## config.mk

```make
export PLATFORM = sky130hd
export DESIGN_NAME = door_code_tx
export DESIGN_NICKNAME = d
export VERILOG_FILES = /design/src/rtl/door_lock_pkg.sv /design/src/rtl/door_code_shifter.sv /design/src/rtl/door_code_tx.sv
export SDC_FILE = /design/constraint.sdc
export NUM_CORES = 1
export LEC_CHECK = 0
export CORE_MARGIN = 2
export CORE_UTILIZATION = 40
export CTS_BUF_LIST = sky130_fd_sc_hd__clkbuf_4 sky130_fd_sc_hd__clkbuf_8 sky130_fd_sc_hd__clkbuf_16
export DETAILED_ROUTE_END_ITERATION = 16
export PLACE_DENSITY = 0.67
export SLEW_MARGIN = 20
export SYNTH_ARGS = -nofsm -noshare
export SYNTH_HDL_FRONTEND = slang
export SYNTH_SLANG_ARGS = --single-unit
```

## constraint.sdc

```tcl
create_clock -name clk -period 1.7 [get_ports clk]
set_clock_uncertainty 0.1 [all_clocks]
set_input_delay 0.34 -clock clk [delete_from_list [all_inputs] [get_ports clk]]
set_output_delay 0.34 -clock clk [all_outputs]
set_load 0.03 [all_outputs]
```

## src/rtl/door_lock_pkg.sv

```systemverilog
// Shared types and defaults for the door-lock serial path.
// Optional response timeout is enabled with `define DOOR_TX_TIMEOUT_EN.
package door_lock_pkg;

    localparam int unsigned DOOR_CODE_W       = 4;
    localparam int unsigned DOOR_RESP_TIMEOUT = 16;

    typedef enum logic [1:0] {
        IDLE,
        SHIFT,
        WAIT,
        DONE
    } tx_state_e;

endpackage

```

## src/rtl/door_code_shifter.sv

```systemverilog
// Parallel-load, MSB-first shift register with a bit counter and a last-bit flag.
// Does not depend on DOOR_TX_TIMEOUT_EN.
module door_code_shifter
    import door_lock_pkg::*;
#(
    parameter int unsigned CODE_W = DOOR_CODE_W
) (
    input  logic              clk,
    input  logic              reset,
    input  logic              load,
    input  logic              shift,
    input  logic [CODE_W-1:0] code,
    output logic              next_bit,
    output logic              last
);

    localparam int unsigned CNT_W = $clog2(CODE_W);

    logic [CODE_W-1:0] sreg;
    logic [CNT_W-1:0]  cnt;

    always_ff @(posedge clk or negedge reset) begin
        if (!reset) begin
            sreg <= '0;
            cnt  <= '0;
        end else if (load) begin
            sreg <= code;
            cnt  <= '0;
        end else if (shift) begin
            sreg <= {sreg[CODE_W-2:0], 1'b0};
            // Counter saturates on the last bit rather than wrapping.
            if (!last) begin
                cnt <= cnt + CNT_W'(1);
            end
        end
    end

    // The bit that will be on the line next cycle, so the caller can register it.
    assign next_bit = sreg[CODE_W-2];
    assign last     = (cnt == CNT_W'(CODE_W - 1));

endmodule

```

## src/rtl/door_code_tx.sv

```systemverilog
// Serial code transmitter: shifts a code MSB-first to the lock and latches its verdict.
// Define DOOR_TX_TIMEOUT_EN to give up after RESP_TIMEOUT WAIT cycles without a verdict.
module door_code_tx
    import door_lock_pkg::*;
#(
    parameter int unsigned CODE_W       = DOOR_CODE_W,
    parameter int unsigned RESP_TIMEOUT = DOOR_RESP_TIMEOUT
) (
    input  logic              clk,
    input  logic              reset,
    input  logic              start,
    input  logic [CODE_W-1:0] code,
    input  logic              unlock,
    input  logic              error,
    output logic              ser_out,
    output logic              ser_valid,
    output logic              busy,
    output logic              done,
    output logic              granted,
    output logic              denied,
    output logic              timeout
);

    if (CODE_W < 2) begin : g_bad_code_w
        $error("door_code_tx: CODE_W must be at least 2");
    end
    if (RESP_TIMEOUT < 1) begin : g_bad_timeout
        $error("door_code_tx: RESP_TIMEOUT must be at least 1");
    end

    tx_state_e state;
    logic      load;
    logic      shift;
    logic      next_bit;
    logic      last;

    assign load  = (state == IDLE) && start;
    assign shift = (state == SHIFT);

    door_code_shifter #(
        .CODE_W (CODE_W)
    ) u_shifter (
        .clk      (clk),
        .reset    (reset),
        .load     (load),
        .shift    (shift),
        .code     (code),
        .next_bit (next_bit),
        .last     (last)
    );

`ifdef DOOR_TX_TIMEOUT_EN
    localparam int unsigned TCNT_W = $clog2(RESP_TIMEOUT + 1);

    logic [TCNT_W-1:0] wait_cnt;
    logic              expired;

    // Held at zero outside WAIT so every WAIT visit starts counting from 0.
    always_ff @(posedge clk or negedge reset) begin
        if (!reset) begin
            wait_cnt <= '0;
        end else if (state != WAIT) begin
            wait_cnt <= '0;
        end else if (!expired) begin
            wait_cnt <= wait_cnt + TCNT_W'(1);
        end
    end

    assign expired = (wait_cnt == TCNT_W'(RESP_TIMEOUT));
`endif

    always_ff @(posedge clk or negedge reset) begin
        if (!reset) begin
            state     <= IDLE;
            ser_out   <= 1'b0;
            ser_valid <= 1'b0;
            busy      <= 1'b0;
            done      <= 1'b0;
            granted   <= 1'b0;
            denied    <= 1'b0;
            timeout   <= 1'b0;
        end else begin
            done <= 1'b0;
            unique case (state)
                IDLE: begin
                    if (start) begin
                        state     <= SHIFT;
                        ser_out   <= code[CODE_W-1];
                        ser_valid <= 1'b1;
                        busy      <= 1'b1;
                        granted   <= 1'b0;
                        denied    <= 1'b0;
                        timeout   <= 1'b0;
                    end
                end
                SHIFT: begin
                    if (last) begin
                        state     <= WAIT;
                        ser_out   <= 1'b0;
                        ser_valid <= 1'b0;
                    end else begin
                        ser_out <= next_bit;
                    end
                end
                WAIT: begin
                    // unlock beats error, and any verdict beats an expiring timeout.
                    if (unlock) begin
                        granted <= 1'b1;
                        done    <= 1'b1;
                        state   <= DONE;
                    end else if (error) begin
                        denied <= 1'b1;
                        done   <= 1'b1;
                        state  <= DONE;
                    end
`ifdef DOOR_TX_TIMEOUT_EN
                    else if (expired) begin
                        timeout <= 1'b1;
                        done    <= 1'b1;
                        state   <= DONE;
                    end
`endif
                end
                DONE: begin
                    state <= IDLE;
                    busy  <= 1'b0;
                end
                default: begin
                    state <= IDLE;
                end
            endcase
        end
    end

endmodule

```

==> summary.md, run 1 <==
| Metric | Value |
|---|---|
| Outcome | complete, no violations |
| Yosys top cell area share | 43.0% |
| DRT antenna net count | 0 |
| Synth-to-layout area growth | 31.0% |
| Synthesized instance count | 71 |
| Initial core utilization | 43.3% |
| Ys flop type | dfrtp_1 |
| Tmin final | 1.60 ns |
| Net count reported at finish | 112 |
| H-tree depth | 1 |
| Pwr dens | 1770 nW/um^2 |
| Peak fanout along the critical path | 5 |
| Final worst slack | 0.0983 ns |
| 1st-iter DRT viols | 5 |
| Core region area | 1750 sq um |
| Port buffer count | 14 |
| Die X | 47.5 microns |
| Root buffer cell | clkbuf_4 |
| Main area contributors after synthesis | dfrtp_1 (43%), ha_1 (15%), mux2i_1 (11%) |
| TritonCTS Sinks | 13 |
| Maximum clock path buffer count | 2 |
| Period utilisation layout | 94.2% |
| DIE AREA | 2250 sq um |
| Post-synth EDFFs | 0 |
| Syn nets | 89 |
| Final setup viols | 0 |
| Async S/R FF share, synth | 100% |
| DR DRC count | 0 |
| Synthesized flop and latch total | 13 |
| Via Count | 525 |
| Cts bufs inserted | 3 |
| Seq/Total Area, Yosys | 43.0% |
| Reg area | between 300 and 400 sq um |
| Critical Path AT | 1.66 ns |
| Synthesized cell area | 756 sq um |
| Count leader, synth | dfrtp_1 |
| Avg Inst Size Synth | approximately 11 sq um |
| CTS tree | built |
| Synth Warn # | 0 |
| Post-synth cell types | 23 |
| RSZ-0062 raised after global routing | false |
| Hold Crit Class | in2async |
| P_leak | between 0.4 and 0.5 nW |
| Post-Place Worst Slack | -0.0181 ns |
| Clock Latency Late Sink | about 0.27 ns |
| Area of the multi-input gates | approximately 390 sq um |
| Worst-path clk slew | 0.08 ns |
| CP Capture Type | flip-flop |
| First-pass GRT wire length | 2.21 mm |
| Synth top cells by count | dfrtp_1 (13), ha_1 (9), mux2i_1 (8), nand2_1 (6), o21ai_0 (5) |
| Class of the most critical setup path | reg2reg |
| MaxCap Viol Count | 0 |
| N_diodes | 0 |
| Critical path launch point type | flip-flop |
| Global-route usage over all layers | 14.0% |
| FP Rows | 15 |
| Post-CTS Setup Bufs | 0 |
| Total grt overflow | 0 |
| Final hold violation count | 0 |
| # fillers | 155 |
| CP required | 1.76 ns |
| Final wirelength | between 1 and 1.5 mm |
| Total power | 0.00175 W |
| Leading area contributor after synthesis | dfrtp_1 |
| RePlAce Congestion | 0.696 |
| Fmax | approximately 0.62 GHz |
| Pins Over Slew Limit | 0 |
| Initial antenna violation count | 0 |
| Vias/cell | around 4.4 |
| Largest net degree at the start of global routing | 14 |
| Proportion of layout cells with a drive suffix above 1 | 17.2% |
| WL/cell | 10.9 microns |
| Die Height | 47.5 microns |
| VDD IR max | between 0.7 and 0.8 mV |
| Pre-antenna DRT Iters | 2 |
| Number of global-route vias before repair | 512 |
| Post-detail-place hpwl | 1.00 mm |
| IO Pins | 16 |
## what timing repair did
| item | in CTS | in global routing |
|---|---|---|
| endpoints found under the hold margin | 0 | 0 |
| resized for setup | 6 | 2 |
| endpoints found under the setup margin | 6 | 4 |
| hold buffers | 0 | 0 |
| gates cloned | 0 | 0 |
## power by group
part | internal (W) | leakage, nW | switching [W] | total, W
registers | 0.000460 | 0.158 | 0.0000969 | 0.000557
clock network | 0.000107 | 0.0184 | 0.0000949 | 0.000202
logic | 0.000482 | 0.313 | 0.000508 | 0.000990
## stage by stage
stage	cell area, sq um	util (%)	hold slack (ns)	instances	setup TNS, ns
floorplan	756	-	-0.0556	71	0
global placement	966	55.3	0.364	114	0
detailed placement	966	55.3	0.382	114	-0.0181
CTS	988	56.6	0.268	118	0
global route	990	56.7	0.274	118	0
finish	990	56.7	0.268	118	0
## cells by family (layout without fill, tap and decap cells)
group	count (synthesis)	in the layout	synth area share (%)
DFF	13	13	43.0
AOI/OAI and AO/OA	12	12	10.3
buffers and inverters	8	30	4.80
adders and majority gates	9	9	14.9
muxes	10	10	14.1
and+or+nand+nor	17	17	11.3
xor gates and xnor gates	1	1	1.16
other	1	1	0.496
## metal layers
metal / vias to the layer above / track usage (%) / share of wire [%]
li1: 277 / - / -
met1: 238 / 18.7 / 51
met2: 8 / 21.9 / 45
met3: 2 / 5.66 / 3.6
met4: 0 / 1.67 / 0.46
met5: - / 0 / 0
## state kept, by name (all words and copies together) (netlist names)
register	cells
u_shifter.sreg	3
state	2
u_shifter.cnt	2
busy	1
denied	1
done	1
granted	1
ser_out	1
ser_valid	1
## worst paths after layout
path	to	cells past startpoint	slack, ns	start
worst max-delay path	state[1]	5	0.1	state[0]
worst min-delay path	state[1]	2	0.27	reset
min in group clk	ser_out	2	0.39	ser_out
max in group asynchronous	state[1]	2	1.06	reset
worst max register to register	state[1]	5	0.1	state[0]
worst min register to register	ser_out	2	0.39	ser_out
## cells in the final DEF, fill, tap and decap left out, drive strengths merged
master / n
dfrtp: 13
mux2: 2
conb: 1
o21ai: 5
inv: 4
a21oi: 2
xnor2: 1
o311a: 1
nand2: 6
clkdlybuf4s50: 8
nor2b: 2
clkbuf: 4
a21o: 1
nand3b: 1
and2: 1
nor2: 3
buf: 8
dlygate4sd2: 6
mux2i: 8
ha: 9
a22o: 2
o21a: 1
nand2b: 4
## final cells by class
class | count | share of cell area [%]
inverters | 4 | 1.52
multi-input cells | 50 | 39.8
flip-flops and latches | 13 | 33.0
clock buffers | 4 | 3.03
well taps | 25 | 3.16
repair buffers | 22 | 19.5
## worst max-delay path, stage by stage (launching register included)
cell and delay (ns):
dfrtp_1 0.39, inv_2 0.10, ha_1 0.18, inv_1 0.04, o311a_1 0.38, mux2_4 0.30
Power figures use the tool's default switching activity.
==> inputs of run 2 (changes only) <==
--- a/config.mk
+++ b/config.mk
@@ -6,10 +6,10 @@
 export NUM_CORES = 1
 export LEC_CHECK = 0
 export CORE_MARGIN = 2
-export CORE_UTILIZATION = 40
+export CORE_UTILIZATION = 44
 export CTS_BUF_LIST = sky130_fd_sc_hd__clkbuf_4 sky130_fd_sc_hd__clkbuf_8 sky130_fd_sc_hd__clkbuf_16
 export DETAILED_ROUTE_END_ITERATION = 16
-export PLACE_DENSITY = 0.67
+export PLACE_DENSITY = 0.72
 export SLEW_MARGIN = 20
 export SYNTH_ARGS = -nofsm -noshare
 export SYNTH_HDL_FRONTEND = slang
==> summary.md, run 2 (synthesis gave the netlist of run 1 again) <==
| Metric | Value |
|---|---|
| Root buffer cell | clkbuf_4 |
| Maximum clock path buffer count | 2 |
| Int Pwr | 0.00107 W |
| Initial core utilization | 48.5% |
| # fillers | ~140 |
| Final wirelength | 1.51 mm |
| Outcome | complete, no violations |
| IO Pins | 16 |
| VDD IR max | 0.967 mV |
| H-tree depth | 1 |
| Cts bufs inserted | 3 |
| Combinational fraction of design power | just under 60% |
| P_leak | a little under 0.5 nW |
| Hold Crit Class | in2async |
| Total power | roughly 0.0018 W |
| Critical R2R Launch | state[1] |
| CP Capture Type | flip-flop |
| Critical path buffers and inverters | 2 |
| R2r worst-path depth | 6 |
| N_diodes | 0 |
| Tmin final | 1.66 ns |
| CP cell instances | inv_1 -> ha_2 -> nand2b_1 -> buf_4 -> a21o_1 -> a22o_1 |
| Global-route usage over all layers | roughly 18% |
| Area of the multi-input gates | approximately 410 sq um |
| Commonest cells after routing, fill and taps aside | dfrtp_1 (12), mux2i_1 (8), clkdlybuf4s50_1 (8), buf_4 (8), ha_1 (7) |
| Final setup viols | 0 |
| Reg2reg setup slack | 0.04 ns |
| WL/cell | ~14 microns |
| FP Rows | 14 |
| DIE AREA | 2070 sq um |
| 1st-iter DRT viols | 4 |
| Post-Layout Cell Count | 109 |
| CTS tree | built |
| Clock share of power | roughly 12% |
| Port buffer count | 14 |
| Fmax | 0.604 GHz |
| DRT antenna net count | 0 |
| Worst path top cell family by delay | flip-flops |
| Sw frac | 41.7% |
| Class of the most critical setup path | reg2reg |
| DR DRC count | 0 |
| Pre-antenna DRT Iters | 4 |
| Core region area | 1560 sq um |
| Vias/cell | 5.19 |
| Crit-path slowest cell | dfrtp_2 |
| CP required | about 1.8 ns |
| P_sw | 0.000766 W |
| Largest register FFs | 3 |
| Regs by FF count | u_shifter.sreg (3), state (2), u_shifter.cnt (2) |
| Seq pwr share | 30.7% |
| Critical path launch point type | flip-flop |
| Placed cells | 105 |
| Commonest non-fill, non-tap cell in the layout | dfrtp_1 |
| Peak fanout along the critical path | 5 |
| Via Count | ~570 |
| Worst stage delay on the critical path | between 0.4 and 0.5 ns |
| Pins Over Slew Limit | 0 |
| Die X | 45.4 microns |
| Proportion of layout cells with a drive suffix above 1 | 19.4% |
| Number of global-route vias before repair | 545 |
| Pwr dens | 1850 nW/um^2 |
| Period utilisation layout | 97.4% |
| Final hold violation count | 0 |
| MaxCap Viol Count | 0 |
| Initial antenna violation count | 0 |
| Worst-path clk slew | 0.08 ns |
| Clock Latency Late Sink | a little under 0.3 ns |
| Total grt overflow | 0 |
| Die Height | 45.4 microns |
| Post-detail-place hpwl | 1.09 mm |
| RePlAce Congestion | 0.806 |
| First-pass GRT wire length | 2.47 mm |
| TritonCTS Sinks | 13 |
| Reg area | 327 sq um |
| Critical Path AT | 1.73 ns |
| Synth-to-layout area growth | 31.5% |
| # hold bufs at CTS | 0 |
| Largest net degree at the start of global routing | 14 |
| Post-Route Setup TNS | 0 ns |
| Register with the most flip-flops | u_shifter.sreg |
| Net count reported at finish | 112 |
| Reg-to-Reg End | granted |
==> run 2: cell counts in the layout (fill, tap and decap cells not counted) <==
No cell type changed its count.
==> run 2: repair_timing <==
item | 4_1_cts | 5_1_grt
resized for setup | 8 | 3
buffers inserted | 0 | 0
setup endpoints to repair | 7 | 4
==> run 2: through the flow <==
| step | setup slack (ns) | util, % | cell area (sq um) | hold slack, ns |
|---|---|---|---|---|
| CTS | 0.0380 | 62.8 | 980 | 0.241 |
| floorplan | 0.0584 | - | 756 | -0.0556 |
| finish | 0.0449 | 63.7 | 993 | 0.244 |
| global route | -0.0266 | 63.7 | 993 | 0.258 |
| detailed placement | -0.0501 | 61.2 | 955 | 0.381 |
| global placement | 0.0201 | 61.2 | 955 | 0.367 |
==> run 2: layout make-up <==
class	instances	area share (%)
Clock buffer	4	3.02
Timing Repair Buffer	22	19.4
Sequential cell	13	32.9
Inverter	4	1.51
Multi-Input combinational cell	50	41.2
Tap cell	16	2.02
==> run 2: how the worst max path moves through the flow <==
stage                        start        to  slack [ns]  cells after the start
after CTS                 state[1]  state[1]        0.04                      5
after floorplan           state[0]  state[1]        0.06                      5
after detailed placement     start  state[1]       -0.05                      4
after global routing      state[1]   granted       -0.03                      6
final                     state[1]   granted        0.04                      6
after global placement       start  state[1]        0.02                      4
==> run 2: per-layer routing <==
| metal | wire length, microns | vias to the layer above | part of all wire [%] | global-route usage, % |
|---|---|---|---|---|
| li1 | - | 276 | - | - |
| met1 | 677 | 270 | 45 | 23.4 |
| met2 | 714 | 15 | 47 | 25.9 |
| met3 | 73 | 5 | 4.8 | 7.14 |
| met4 | 42 | 0 | 2.8 | 7.06 |
| met5 | 0 | - | 0 | 0 |
==> run 2: worst register-to-register path: stages (launching register included) <==
cell and delay (ns):
dfrtp_2 0.46, inv_1 0.15, ha_2 0.23, nand2b_1 0.08
buf_4 0.14, a21o_1 0.17, a22o_1 0.22
==> run 2: power by group through the flow <==
stage	Clock, W	Combinational, W	Sequential [W]
after CTS	0.000221	0.00102	0.000560
after detailed placement	0	0.00106	0.000566
final	0.000213	0.00106	0.000564
after global placement	0	0.00103	0.000556
after global routing	0.000232	0.00117	0.000587
after floorplan	0	0.000569	0.000682
